[src/rtl/rf_wb_arb.sv]
// rf_wb_arb: arbitrates two write-back requesters onto the single register
// file write port, and keeps a scoreboard of registers still owed by the
// long-latency unit.
//
// Requester 0 is the in-order pipeline write-back and normally wins.
// Requester 1 is the long-latency unit (load / mul-div). It is forced to win
// once it has been refused STARVE_MAX times in a row.
//
// Ports
//   clk, rst               system clock (posedge); synchronous reset, active-low
//   p0_vld/rdy/addr/data   requester 0 write handshake
//   p1_vld/rdy/addr/data   requester 1 write handshake
//   RFWr, A3, WD           registered register file write port (1-cycle latency)
//   sb_set, sb_addr        mark a register as owed by requester 1
//   q_a1/q_a2, q_busy1/2   combinational hazard queries
//   sb_any                 any register pending
//
// Optional build macro WB_TRACE_EN: prints each register file write, and
// keeps the winning port number registered alongside A3/WD.

module rf_wb_arb #(
   parameter int STARVE_MAX = 4,
   parameter int SB_W       = 32
) (
   input  logic        clk,
   input  logic        rst,
   input  logic        p0_vld,
   output logic        p0_rdy,
   input  logic [4:0]  p0_addr,
   input  logic [31:0] p0_data,
   input  logic        p1_vld,
   output logic        p1_rdy,
   input  logic [4:0]  p1_addr,
   input  logic [31:0] p1_data,
   output logic        RFWr,
   output logic [4:0]  A3,
   output logic [31:0] WD,
   input  logic        sb_set,
   input  logic [4:0]  sb_addr,
   input  logic [4:0]  q_a1,
   input  logic [4:0]  q_a2,
   output logic        q_busy1,
   output logic        q_busy2,
   output logic        sb_any
);

   localparam logic [3:0] STARVE_LIM = 4'(STARVE_MAX);

   logic [3:0]      starve_cnt;
   logic            force1;
   logic            acc0;
   logic            acc1;
   logic [SB_W-1:0] sb_q;
   logic [SB_W-1:0] sb_d;

   assign force1 = (starve_cnt >= STARVE_LIM);

   // Both ready lines are held low during reset so nothing can transfer.
   always_comb begin
      p0_rdy = 1'b0;
      p1_rdy = 1'b0;
      if (rst) begin
         if (force1) begin
            p1_rdy = 1'b1;
            p0_rdy = !p1_vld;
         end else begin
            p0_rdy = 1'b1;
            p1_rdy = !p0_vld;
         end
      end
   end

   assign acc0 = p0_vld && p0_rdy;
   assign acc1 = p1_vld && p1_rdy;

   always_ff @(posedge clk) begin
      if (!rst) begin
         starve_cnt <= '0;
      end else if (acc1) begin
         starve_cnt <= '0;
      end else if (p1_vld && !p1_rdy && (starve_cnt != 4'hF)) begin
         starve_cnt <= starve_cnt + 4'd1;
      end
   end

   // A write to x0 is still accepted; only the write enable is suppressed.
   always_ff @(posedge clk) begin
      if (!rst) begin
         RFWr <= 1'b0;
         A3   <= '0;
         WD   <= '0;
      end else if (acc0) begin
         RFWr <= (p0_addr != 5'd0);
         A3   <= p0_addr;
         WD   <= p0_data;
      end else if (acc1) begin
         RFWr <= (p1_addr != 5'd0);
         A3   <= p1_addr;
         WD   <= p1_data;
      end else begin
         RFWr <= 1'b0;
      end
   end

   // Set is applied after clear so a same-cycle set to the same register wins.
   // Bit 0 can never be set.
   always_comb begin
      sb_d = sb_q;
      for (int i = 0; i < SB_W; i++) begin
         if (acc1 && (p1_addr == 5'(i)))
            sb_d[i] = 1'b0;
         if (sb_set && (sb_addr == 5'(i)) && (i != 0))
            sb_d[i] = 1'b1;
      end
   end

   always_ff @(posedge clk) begin
      if (!rst) sb_q <= '0;
      else      sb_q <= sb_d;
   end

   assign q_busy1 = (q_a1 != 5'd0) && sb_q[q_a1];
   assign q_busy2 = (q_a2 != 5'd0) && sb_q[q_a2];
   assign sb_any  = |sb_q;

`ifdef WB_TRACE_EN
   logic wb_port;

   always_ff @(posedge clk) begin
      if (!rst)      wb_port <= 1'b0;
      else if (acc0) wb_port <= 1'b0;
      else if (acc1) wb_port <= 1'b1;
   end

   always_ff @(posedge clk) begin
      if (rst && RFWr)
         $display("wb p%0d r[%0d] = 0x%08h", wb_port, A3, WD);
   end
`endif

endmodule
[config.mk]
export PLATFORM = sky130hd
export DESIGN_NAME = rf_wb_arb
export DESIGN_NICKNAME = d
export VERILOG_FILES = /design/src/rtl/rf_wb_arb.sv
export SDC_FILE = /design/constraint.sdc
export NUM_CORES = 1
export LEC_CHECK = 0
export BUFFER_PORTS_ARGS = -buffer_cell sky130_fd_sc_hd__buf_2
export CORE_ASPECT_RATIO = 1.2
export CORE_MARGIN = 1
export CORE_UTILIZATION = 45
export DETAILED_ROUTE_END_ITERATION = 8
export PLACE_DENSITY_LB_ADDON = 0.25
export SLEW_MARGIN = 20
export SYNTH_ARGS = -nofsm -noshare
export SYNTH_HDL_FRONTEND = slang
export SYNTH_SLANG_ARGS = --single-unit
[constraint.sdc]
create_clock -name clk -period 3.3 [get_ports clk]
set_clock_uncertainty 0.2 [all_clocks]
set_input_delay 0.66 -clock clk [delete_from_list [all_inputs] [get_ports clk]]
set_output_delay 0.66 -clock clk [all_outputs]
set_load 0.005 [all_outputs]
Yosys cells after proc, flatten, opt, wreduce, memory -nomap -nowiden
Cells that the tools add are included. Widths: inputs -> output; s select.

Register bits: 73. Logic and storage cells: 288. Bits of input ports: 94.

Reduce and logical (&&, ||, !) cells: 109. $add $sub $neg: 1. Equal/unequal tests: 63. Bitwise operators: 1. Multiplexer cells: 76. $lt $le $gt $ge: 3.

Operators with widths (number): $eq 5x5->1 const B (32); $eq 5x4->1 const B (16); $mux 1 (70); $logic_and 1x1->1 (68); $mux 32 (2); $reduce_bool 2->1 (32); $eq 5x3->1 const B (8); $reduce_or 31->1 (1); $eq 5x2->1 const B (4); $reduce_bool 5->1 (4); $lt 5x6->1 const B (2); $bmux 1 s5 (2); $eq 5x1->1 const B (2); $mux 5 (2); $add 4x1->4 const B (1); $ge 4x3->1 const B (1); $ne 4x4->1 const B (1); $logic_not 1->1 (3); $reduce_or 2->1 (1); $not 1->1 (1).

Logic depth before layout (Yosys ltp)
Depth in word-level cells: 7. Gate-level depth with buffers: 7.

Least setup slack after synthesis
No wires, ideal clock.

Path type: input port to output port. From: input q_a1[1]. To: output q_busy1. Cell stages on the path: 5. Setup slack: 0.612 ns. Data arrival time: 1.828 ns. Data required time: 2.440 ns. Cells stage by stage: clkbuf_1 -> mux4_2 -> mux2i_1 -> nor2_1 -> a211o_1.

Longest elaborated chain between the ends: 3.

RTL lines: start, declared (RTL line 40) `input logic [4:0] q_a1,`; $bmux 1 s5 (RTL line 122) `assign q_busy1 = (q_a1 != 5'd0) && sb_q[q_a1];`; $mux 1 (implied by the code) (RTL line 122); $logic_and 1x1->1 (*) (RTL line 122); end, declared (RTL line 42) `output logic q_busy1,`.

Mark *: on every way between the ends. The rest lies on a longest branch, timed or not. The select of a mux whose other input is x is not followed.

Worst setup path after layout
From: input q_a1[0]. To: output q_busy1.

Same word-level chain as after synthesis.

==> impl_metrics.yaml <==
outcome:
  status: "complete, but fails checks"
  violations: "DRC"
sta:
  period_share_pct: 90.0
  max_slew_margin_pct: 56.9
  layout_min_cycle_time_ns: 2.97
  drv_slew: 0
  tns_ns: 0
  setup_viol: 0
  worst_pin_slew_ns: 0.639
  rsz0062_at_grt: "no"
  hold_ws_ns: 0.259
  timing.fmax_mhz: 337
  finalHoldViolations: 0
drt:
  ant_nets: 0
  avgRoutedWirePerCell_um: 16.8
  first_pass_iters: 9
  drc_errors: 7
  num_vias: 3917
  routed_via_density: 6.08
  finalWirelength_mm: 10.8
  drtIter0Drc: 374
floorplanning:
  die_h_um: 101
  die_area_mm2: 0.00860
  start_util_pct: 47.3
  die_w_um: 84.8
  core_area_mm2: 0.00784
  rows: 35
  ios: 137
min_path:
  whs_path_depth: 2
  hp-class: "flop to flop"
pwr:
  powerDensity_mw_per_mm2: 422
  vdd_drop_max_v: 0.000266
  p_leak_nw: 1.88
clocking:
  clock-root-buffer: "clkbuf_8"
  cts.sinks: 73
  htreeDepth: 3
  cts_resized: 0
  cts_tree: "done"
  cts_setup_buffers: 0
  numCtsBuffers: 9
  cts_hold_buf: 0
  cts_buffer_depth: 2
  clk_pin_slew_worst_paths_ns: 0.08
  clock_latency_ns: 0.35
run:
  max_cap_violations: 0
global_route:
  grt_pass1_vias: 3659
  grt_pass1_wl_mm: 17.3
  gr-total-overflow: 0
  grt_max_degree: 65
  globalRouteTotalUtil_pct: 25.5
  antenna_found_initial: 1
worst_setup_path:
  path_class: "input pin to output pin"
  critPathCaptureType: "output pin"
  critPathRequiredTime_ns: 2.44
  startpoint_type: "input pin"
  cp_max_fo: 9
  worstRegToRegCells: 4
  arrival_ns: 2.11
placement:
  port_buffers: 136
  routabilityCongestion: 1.11
  post-dp-hpwl_mm: 8.01
yosys:
  yosys_register_bits: 73
  synth_area_per_cell_um2: 8.62
  synth_edf_count: 0
  synth_nets: 525
  yosysTopAreaCell: "dfxtp_1"
  synth_top_flop_cell: "dfxtp_1"
  ys_types: 41
  async_flop_share_pct: 0
  syn_inst: 430
  seq_area_frac_synth_pct: 39.4
  syn-cell-area_mm2: 0.00371
  yosys-top-cells-area: "dfxtp_1 (39%), nand2_1 (9.1%), o21ai_0 (8.9%)"
  synth_top_area_share_pct: 39.4
  yosysWarnings: 0
cells_and_area:
  layout_common_cells: "buf_2 (136), nand2_1 (90), dfxtp_1 (73)"
  drive_gt1_share_pct: 32.6
  nFillCells: 727
  final_common_cell: "buf_2"
  num_antenna_cells: 0
  finalNetCount: 642
  syn2layout_area_growth_pct: 22.8
-- metal layers --
layer | part of all wire [%] | global-route usage, %
met1 | 40 | 29.3
met2 | 49 | 44.3
met3 | 8.2 | 7.01
met4 | 2.7 | 12.4
met5 | 0 | 0
-- path summary, 6_finish.rpt --
kind	start	to	slack, ns
worst max-delay path	q_a1[0]	q_busy1	0.33
worst min-delay path	A3[1]	A3[1]	0.26
worst max register to register	starve_cnt[3]	sb_q[12]	1.24
worst min register to register	A3[1]	A3[1]	0.26
-- state kept, by name, indices dropped and copies added (netlist names) --
register    flops
WD             32
starve_cnt      4
sb_q           31
RFWr            1
A3              5
-- cells in the mapped netlist, types with 2 or more instances --
cell type / instances
a2111oi_0: 2
a211o_1: 3
a21oi_1: 5
a22oi_1: 4
a31oi_1: 35
and2_1: 2
and3_1: 4
buf_1: 2
buf_2: 9
buf_6: 6
clkbuf_1: 17
dfxtp_1: 73
inv_1: 2
mux2_2: 2
mux2i_1: 5
mux4_2: 14
nand2_1: 90
nand2b_1: 4
nand3_1: 7
nand4_1: 2
nor2_1: 12
nor2b_1: 5
nor3b_1: 2
nor3b_2: 2
nor4_1: 7
o211ai_1: 2
o21ai_0: 66
o311ai_0: 31
or2_2: 2
or4_1: 2
-- kinds of logic after synthesis --
| kind of cell | after synthesis | synth area share (%) |
|---|---|---|
| adders and majority gates | 1 | 0.338 |
| DFF | 73 | 39.4 |
| and+or+nand+nor | 148 | 18.9 |
| xor gates and xnor gates | 1 | 0.236 |
| buffers and inverters | 37 | 5.30 |
| muxes | 21 | 10.5 |
| AOI/OAI and AO/OA | 149 | 25.4 |
-- critical path, stage by stage --
cell	delay, ns
buf_2	0.22
mux4_2	0.55
nor3b_2	0.17
a2111oi_0	0.08
a211o_1	0.30
buf_2	0.12
-- metrics by stage --
step / utilization (%) / cell area, um^2 / total power, W / setup WS (ns) / std cells
after floorplan: - / 3710 / 0.00112 / 0.612 / 430
after global placement: 55.6 / 4360 / 0.00124 / 0.379 / 628
after detailed placement: 55.6 / 4360 / 0.00125 / 0.314 / 628
after CTS: 58.1 / 4550 / 0.00193 / 0.310 / 644
after global routing: 58.1 / 4550 / 0.00203 / 0.228 / 644
final: 58.1 / 4550 / 0.00192 / 0.329 / 644
-- final cells by class --
cell class | instances | area, um^2 | share of cell area (%)
Clock buffer | 10 | 128 | 2.80
Clock inverter | 6 | 67.6 | 1.48
Inverter | 2 | 7.51 | 0.165
Multi-Input combinational cell | 320 | 2050 | 45.1
Sequential cell | 73 | 1460 | 32.1
Tap cell | 92 | 115 | 2.53
Timing Repair Buffer | 141 | 718 | 15.8
-- where the power goes --
group	switching (W)	internal (W)	leakage, nW
logic	0.000155	0.000127	1.19
registers	0.0000249	0.000921	0.597
clock network	0.000339	0.000352	0.0929
total	0.000520	0.00140	1.88
(Power assumes the default switching activity.)
